File: src/rtl/mac_rx_pkg.sv
// Shared definitions for the MAC RX header-strip path: parser states,
// header geometry and byte-enable helpers.
package mac_rx_pkg;

    typedef enum logic [1:0] {
        ST_HDR0  = 2'd0,
        ST_HDR1  = 2'd1,
        ST_BODY  = 2'd2,
        ST_FLUSH = 2'd3
    } rx_state_e;

    localparam int ETH_HDR_BYTES     = 14;
    localparam int CARRY_BYTES       = 2;
    localparam int CNT_WIDTH_DEFAULT = 32;

    function automatic logic [3:0] keep_count(input logic [7:0] keep);
        logic [3:0] n;
        n = 4'd0;
        for (int i = 0; i < 8; i++) begin
            n = n + {3'd0, keep[i]};
        end
        return n;
    endfunction

endpackage

File: src/rtl/rx_eth_hdr_strip.sv
// Strips the 14-byte Ethernet header from a 64-bit AXI-Stream frame,
// exposes it as sideband registers and re-emits the payload aligned to byte 0.
module rx_eth_hdr_strip
    import mac_rx_pkg::*;
#(
    parameter int DATA_WIDTH = 64,
    parameter int KEEP_WIDTH = 8,
    parameter int CNT_WIDTH  = CNT_WIDTH_DEFAULT
) (
    input  logic                  clk,
    input  logic                  rx_axis_resetn,
    input  logic [DATA_WIDTH-1:0] s_rx_axis_tdata,
    input  logic [KEEP_WIDTH-1:0] s_rx_axis_tkeep,
    input  logic                  s_rx_axis_tvalid,
    input  logic                  s_rx_axis_tuser,
    input  logic                  s_rx_axis_tlast,
    output logic                  s_rx_axis_tready,
    output logic [DATA_WIDTH-1:0] m_pl_axis_tdata,
    output logic [KEEP_WIDTH-1:0] m_pl_axis_tkeep,
    output logic                  m_pl_axis_tvalid,
    output logic                  m_pl_axis_tuser,
    output logic                  m_pl_axis_tlast,
    input  logic                  m_pl_axis_tready,
    output logic [47:0]           hdr_dst_mac,
    output logic [47:0]           hdr_src_mac,
    output logic [15:0]           hdr_len_type,
    output logic                  hdr_valid,
    output logic [CNT_WIDTH-1:0]  frame_ok_cnt,
    output logic [CNT_WIDTH-1:0]  runt_cnt
);

    rx_state_e                state, state_nxt;
    logic [8*CARRY_BYTES-1:0] carry, carry_nxt;
    logic [1:0]               carry_n, carry_n_nxt;
    logic                     user_hold, user_hold_nxt;

    logic                  produce;
    logic [DATA_WIDTH-1:0] beat_data;
    logic [KEEP_WIDTH-1:0] beat_keep;
    logic                  beat_last, beat_user;
    logic                  cap_hdr0, cap_hdr1, hdr_pulse, runt_inc;

    logic       accept, out_free, ok_xfer;
    logic [3:0] in_n;
    logic [1:0] hi_n;

    // One output register stage: input and header beats both wait on it.
    assign out_free         = !m_pl_axis_tvalid || m_pl_axis_tready;
    assign s_rx_axis_tready = out_free && (state != ST_FLUSH);
    assign accept           = s_rx_axis_tvalid && s_rx_axis_tready;
    assign ok_xfer          = m_pl_axis_tvalid && m_pl_axis_tready && m_pl_axis_tlast && m_pl_axis_tuser;
    assign in_n             = keep_count(s_rx_axis_tkeep);
    assign hi_n             = {1'b0, s_rx_axis_tkeep[7]} + {1'b0, s_rx_axis_tkeep[6]};

    always_comb begin
        state_nxt     = state;
        carry_nxt     = carry;
        carry_n_nxt   = carry_n;
        user_hold_nxt = user_hold;
        produce       = 1'b0;
        beat_data     = '0;
        beat_keep     = '0;
        beat_last     = 1'b0;
        beat_user     = 1'b0;
        cap_hdr0      = 1'b0;
        cap_hdr1      = 1'b0;
        hdr_pulse     = 1'b0;
        runt_inc      = 1'b0;
        case (state)
            ST_HDR0: begin
                if (accept) begin
                    cap_hdr0 = 1'b1;
                    if (s_rx_axis_tlast) runt_inc  = 1'b1;
                    else                 state_nxt = ST_HDR1;
                end
            end
            ST_HDR1: begin
                if (accept) begin
                    cap_hdr1    = 1'b1;
                    carry_nxt   = s_rx_axis_tdata[63:48];
                    carry_n_nxt = hi_n;
                    if (s_rx_axis_tlast) begin
                        state_nxt = ST_HDR0;
                        if (hi_n == 2'd0) begin
                            runt_inc = 1'b1;
                        end else begin
                            // Whole payload fits in the tail of the second header beat.
                            hdr_pulse = 1'b1;
                            produce   = 1'b1;
                            beat_data = {48'h0, s_rx_axis_tdata[63:48]};
                            beat_keep = (hi_n == 2'd1) ? 8'h01 : 8'h03;
                            beat_last = 1'b1;
                            beat_user = s_rx_axis_tuser;
                        end
                    end else begin
                        hdr_pulse = 1'b1;
                        state_nxt = ST_BODY;
                    end
                end
            end
            ST_BODY: begin
                if (accept) begin
                    produce   = 1'b1;
                    beat_data = {s_rx_axis_tdata[47:0], carry};
                    beat_keep = {s_rx_axis_tkeep[5:0], 2'b11};
                    carry_nxt = s_rx_axis_tdata[63:48];
                    if (s_rx_axis_tlast) begin
                        if (in_n <= 4'd6) begin
                            beat_last = 1'b1;
                            beat_user = s_rx_axis_tuser;
                            state_nxt = ST_HDR0;
                        end else begin
                            user_hold_nxt = s_rx_axis_tuser;
                            carry_n_nxt   = 2'(in_n - 4'd6);
                            state_nxt     = ST_FLUSH;
                        end
                    end
                end
            end
            ST_FLUSH: begin
                if (out_free) begin
                    produce   = 1'b1;
                    beat_data = {48'h0, carry};
                    beat_keep = (carry_n == 2'd1) ? 8'h01 : 8'h03;
                    beat_last = 1'b1;
                    beat_user = user_hold;
                    state_nxt = ST_HDR0;
                end
            end
            default: state_nxt = ST_HDR0;
        endcase
    end

    always_ff @(posedge clk or negedge rx_axis_resetn) begin
        if (!rx_axis_resetn) begin
            state     <= ST_HDR0;
            carry     <= '0;
            carry_n   <= '0;
            user_hold <= 1'b0;
        end else begin
            state     <= state_nxt;
            carry     <= carry_nxt;
            carry_n   <= carry_n_nxt;
            user_hold <= user_hold_nxt;
        end
    end

    always_ff @(posedge clk or negedge rx_axis_resetn) begin
        if (!rx_axis_resetn) begin
            m_pl_axis_tvalid <= 1'b0;
            m_pl_axis_tdata  <= '0;
            m_pl_axis_tkeep  <= '0;
            m_pl_axis_tlast  <= 1'b0;
            m_pl_axis_tuser  <= 1'b0;
        end else if (produce) begin
            m_pl_axis_tvalid <= 1'b1;
            m_pl_axis_tdata  <= beat_data;
            m_pl_axis_tkeep  <= beat_keep;
            m_pl_axis_tlast  <= beat_last;
            m_pl_axis_tuser  <= beat_user;
        end else if (m_pl_axis_tready) begin
            m_pl_axis_tvalid <= 1'b0;
        end
    end

    always_ff @(posedge clk or negedge rx_axis_resetn) begin
        if (!rx_axis_resetn) begin
            hdr_dst_mac  <= '0;
            hdr_src_mac  <= '0;
            hdr_len_type <= '0;
            hdr_valid    <= 1'b0;
            frame_ok_cnt <= '0;
            runt_cnt     <= '0;
        end else begin
            hdr_valid <= hdr_pulse;
            if (cap_hdr0) begin
                hdr_dst_mac       <= s_rx_axis_tdata[47:0];
                hdr_src_mac[15:0] <= s_rx_axis_tdata[63:48];
            end
            if (cap_hdr1) begin
                hdr_src_mac[47:16] <= s_rx_axis_tdata[31:0];
                hdr_len_type       <= s_rx_axis_tdata[47:32];
            end
            if (runt_inc) runt_cnt     <= runt_cnt + {{(CNT_WIDTH-1){1'b0}}, 1'b1};
            if (ok_xfer)  frame_ok_cnt <= frame_ok_cnt + {{(CNT_WIDTH-1){1'b0}}, 1'b1};
        end
    end

endmodule

File: config.mk
export PLATFORM = sky130hd
export DESIGN_NAME = rx_eth_hdr_strip
export DESIGN_NICKNAME = d
export VERILOG_FILES = /design/src/rtl/mac_rx_pkg.sv /design/src/rtl/rx_eth_hdr_strip.sv
export SDC_FILE = /design/constraint.sdc
export NUM_CORES = 1
export LEC_CHECK = 0
export ABC_AREA = 1
export BUFFER_PORTS_ARGS = -buffer_cell sky130_fd_sc_hd__buf_4
export CORE_ASPECT_RATIO = 0.75
export CORE_MARGIN = 4
export CORE_UTILIZATION = 40
export DETAILED_ROUTE_END_ITERATION = 8
export HOLD_SLACK_MARGIN = 0.1
export SKIP_LAST_GASP = 1
export SLEW_MARGIN = 20
export SYNTH_ARGS = -nofsm -noshare
export SYNTH_HDL_FRONTEND = slang
export SYNTH_SLANG_ARGS = --single-unit
File: constraint.sdc
create_clock -name clk -period 2 [get_ports clk]
set_input_delay 0.4 -clock clk [delete_from_list [all_inputs] [get_ports clk]]
set_output_delay 0.4 -clock clk [all_outputs]
set_load 0.05 [all_outputs]
==> run summary <==
===================================================================================
Number of nets still failing antenna checks after routing ............            0
Count of port buffers added during placement .........................          330
Final core area utilization ..........................................        57.5%
Via total after detailed routing .....................................        11100
RSZ-0062 raised after global routing .................................         true
Wire length of the first global-routing pass .........................      62.7 mm
Most Frequent Cell on Critical Path ..................................      nand2_1
Height of the die ....................................................       160 um
Post-Synthesis Cell Area .............................................    12300 um2
Period Utilization, post-route .......................................         144%
Netlist cell types ...................................................           26
Grt total ovfl .......................................................            0
CP Data Required Time ................................................      2.44 ns
Normalized max-slew margin ...........................................        61.5%
Std cell rows ........................................................           55
Placed cell count ....................................................         2222
Worst skew pair latency ..............................................      0.56 ns
Met3 usage in global routing .........................................        6.91%
Failing checks ....................................................... setup timing
Worst-path cell with the longest stage delay .........................         fa_2
Instance count of the mapped netlist .................................         1498
Number of antenna cells inserted .....................................            0
Final HPWL DP ........................................................      27.4 mm
Launching element type of the critical path .......................... primary input
Worst-case setup margin in the final layout ..........................    -0.874 ns
Antenna violations before repair .....................................            1
Clock buffer count from CTS ..........................................           28
Final-report hold violation count ....................................            0
Run status ........................................................... finished with violations
Fraction of layout instances using a drive strength above 1 ..........        24.3%
Number of detailed-routing iterations run before antenna repair ......            6
Final-layout setup total negative slack ..............................     -5.88 ns
# clock sinks ........................................................          273
Count of filler cells inserted in the layout .........................         2775
Worst setup EP type ..................................................     register
Kind of cell adding the most delay to the critical path ..............  adder cells
Highest Clock Rate ...................................................      348 MHz
WP buf/inv ...........................................................            4
Final standard cell area without fillers .............................    17400 um2
Initial drt markers ..................................................          887
Instance area at placement ...........................................    15600 um2
Largest net degree at the start of global routing ....................           69
Final-stage net count ................................................         2023
Number of global-route vias before repair ............................        11400
Crit Path Max Fanout .................................................            5
Starting utilization of the core area ................................        40.8%
Mean area per synthesized cell .......................................     8.24 um2
Multi-input gate area ................................................     4870 um2
Count of placed standard cells in the final layout, fillers left out .         2348
Worst-case clock skew ................................................    0.0190 ns
Synth warnings .......................................................            0
Static leakage power .................................................      9.13 nW
Buffer depth of the longest clock path ...............................            3
P per Cell Area ......................................................  1710 nW/um2
Overall track demand over capacity in global routing .................        22.7%
Post-Synthesis Net Count .............................................         1592
GR met2 Demand/Resource ..............................................        36.1%
Worst supply voltage drop on vdd .....................................    0.00119 V
Number of setup violations in the final report .......................            7
Count of boundary I/O pins ...........................................          331
Root Buffer Master ...................................................    clkbuf_16
Crit Path Category ................................................... primary input to register
Clock-pin slew on the worst setup and hold paths .....................      0.07 ns
Crit-path cells ...................................................... buf_8, inv_8, fa_2, fa_1, fa_1, inv_1, ha_2, fa_1, nand2_1, inv_2, nand2_2, nand2_4, nand2_4, nand2_1, nand2_1, nand3_1, nand2_1
Area occupied by registers ...........................................     6830 um2
Layer with the highest usage after global routing ....................         met2
Maximum single-stage delay on the critical path ......................      0.61 ns
Drt drc ..............................................................            0
GR met1 Demand/Resource ..............................................        31.0%
H-tree depth reported by CTS .........................................            1
Per-cell routed wire length ..........................................      16.3 um
CTS tree .............................................................         done
Worst Hold Class ..................................................... primary input to register
Die extent in x ......................................................       211 um
Synthesized flop and latch total .....................................          273
Final Max Slew Viols .................................................            0
MaxCap Viol Count ....................................................            0
Slew at the pin with the worst max-slew slack ........................     0.574 ns
Synth-to-layout area growth ..........................................        41.0%
Min cycle time layout ................................................      2.87 ns
Die Area .............................................................    33800 um2
Mean number of vias per cell .........................................         4.74
Worst EP arrival .....................................................      3.31 ns
Register area share after synthesis ..................................        55.3%
DRT Wirelength .......................................................      38.3 mm
Gp weighted congestion ...............................................        0.905
Core Area ............................................................    30300 um2
===================================================================================
through the flow:
stage / power [mW] / setup slack (ns) / hold WS, ns
2_1_floorplan: 18.7 / -1.14 / 0.104
3_3_place_gp: 24.0 / -1.47 / 0.346
3_5_place_dp: 24.2 / -1.53 / 0.350
4_1_cts: 29.9 / -0.863 / 0.104
5_1_grt: 31.4 / -0.977 / 0.138
6_report: 29.7 / -0.874 / 0.137
area by class of cell:
type,count,area share (%)
Tap cell,399,2.87
Clock inverter,12,0.949
Clock buffer,38,4.59
Timing Repair Buffer,455,21.8
Sequential cell,273,39.2
Multi-Input combinational cell,1054,28.0
Inverter,117,2.58
worst reg2reg max path: stages, from the launching register on:
cell and delay [ns]:
dfrtp_1 0.40, ha_2 0.23, inv_2 0.07, nor2_1 0.30, inv_1 0.11, nand3b_1 0.17
nand2_4 0.12, buf_12 0.19, nand2_1 0.11, nand2_1 0.05
Yosys cell counts:
cell	number	area [um2]
a211oi_1	1	7.51
a21oi_1	2	10.0
and2_1	1	6.26
buf_2	20	100
buf_6	6	67.6
clkbuf_1	28	105
dfrtp_1	273	6830
fa_1	4	80.1
ha_1	12	150
inv_1	117	439
mux2_2	15	169
mux2i_1	1	10.0
nand2_1	645	2420
nand2_2	1	6.26
nand3_1	78	390
nand3_4	1	17.5
nand3b_1	18	135
nand4_1	10	62.6
nor2_1	109	409
nor2_2	2	12.5
nor2_4	1	11.3
nor3_1	5	25.0
nor4_1	1	6.26
o21ai_0	111	556
xnor2_1	22	193
xor2_1	14	123
power by group:
part	switching [mW]	leakage [nW]	internal (mW)
registers	1.29	3.54	7.61
logic	10.9	5.13	4.37
clock network	2.28	0.463	3.20
worst paths after layout:
kind,startpoint,slack (ns),depth (start not counted),endpoint
worst max-delay path,s_rx_axis_tkeep[0],-0.87,17,m_pl_axis_tuser
worst min-delay path,s_rx_axis_tdata[63],0.14,5,m_pl_axis_tdata[15]
worst max register to register,state[0],0.15,9,m_pl_axis_tdata[32]
worst min register to register,m_pl_axis_tdata[58],0.47,2,m_pl_axis_tdata[58]
max in group asynchronous,rx_axis_resetn,0.99,3,runt_cnt[7]
min in group asynchronous,rx_axis_resetn,0.37,2,hdr_src_mac[9]
layout by cell type, fill, tap and decap left out, drive strengths merged:
master | Yosys | routed
dlygate4sd3 | 0 | 70
xor2 | 14 | 14
nand3 | 79 | 79
inv | 117 | 118
o21ai | 111 | 111
nand2 | 646 | 646
xnor2 | 22 | 22
clkinv | 0 | 5
mux2i | 1 | 1
dfrtp | 273 | 273
ha | 12 | 12
fa | 4 | 4
nand4 | 10 | 10
clkbuf | 28 | 38
nor3 | 5 | 5
a211oi | 1 | 1
bufinv | 0 | 3
clkinvlp | 0 | 3
and2 | 1 | 1
nor4 | 1 | 1
buf | 26 | 385
nor2 | 112 | 112
mux2 | 15 | 15
nand3b | 18 | 18
a21oi | 2 | 2
logic make-up (layout without fill, tap and decap cells):
logic type      Yosys count  count (layout)  share of synthesized area [%]
simple gates            872             872                           28.4
buf+inv                 171             622                           5.77
xor+xnor                 36              36                           2.55
mux                      16              16                           1.45
fa+ha+maj                16              16                           1.86
compound gates          114             114                           4.64
flops                   273             273                           55.3
metal layers:
layer / vias to the layer above / wire [um] / share of wire (%)
met5: - / 14 / 0.037
met4: 2 / 823 / 2.2
met3: 60 / 3060 / 8.0
met2: 330 / 17300 / 45
met1: 5243 / 17100 / 45
li1: 5505 / - / -
flip-flops by register name (all words and copies together), names as in the netlist, 2 cells and up:
register / cells
m_pl_axis_tkeep: 8
carry_n: 2
hdr_dst_mac: 48
carry: 16
m_pl_axis_tdata: 64
hdr_src_mac: 48
state: 2
frame_ok_cnt: 32
runt_cnt: 32
hdr_len_type: 16
repair_timing:
item	4_1_cts	5_1_grt
hold buffers	70	0
endpoints found under the setup margin	11	73
hold endpoints to repair	158	0
pin swaps	6	6
buffers inserted	5	1
gates resized for setup	11	12
Power figures use the tool's default switching activity.
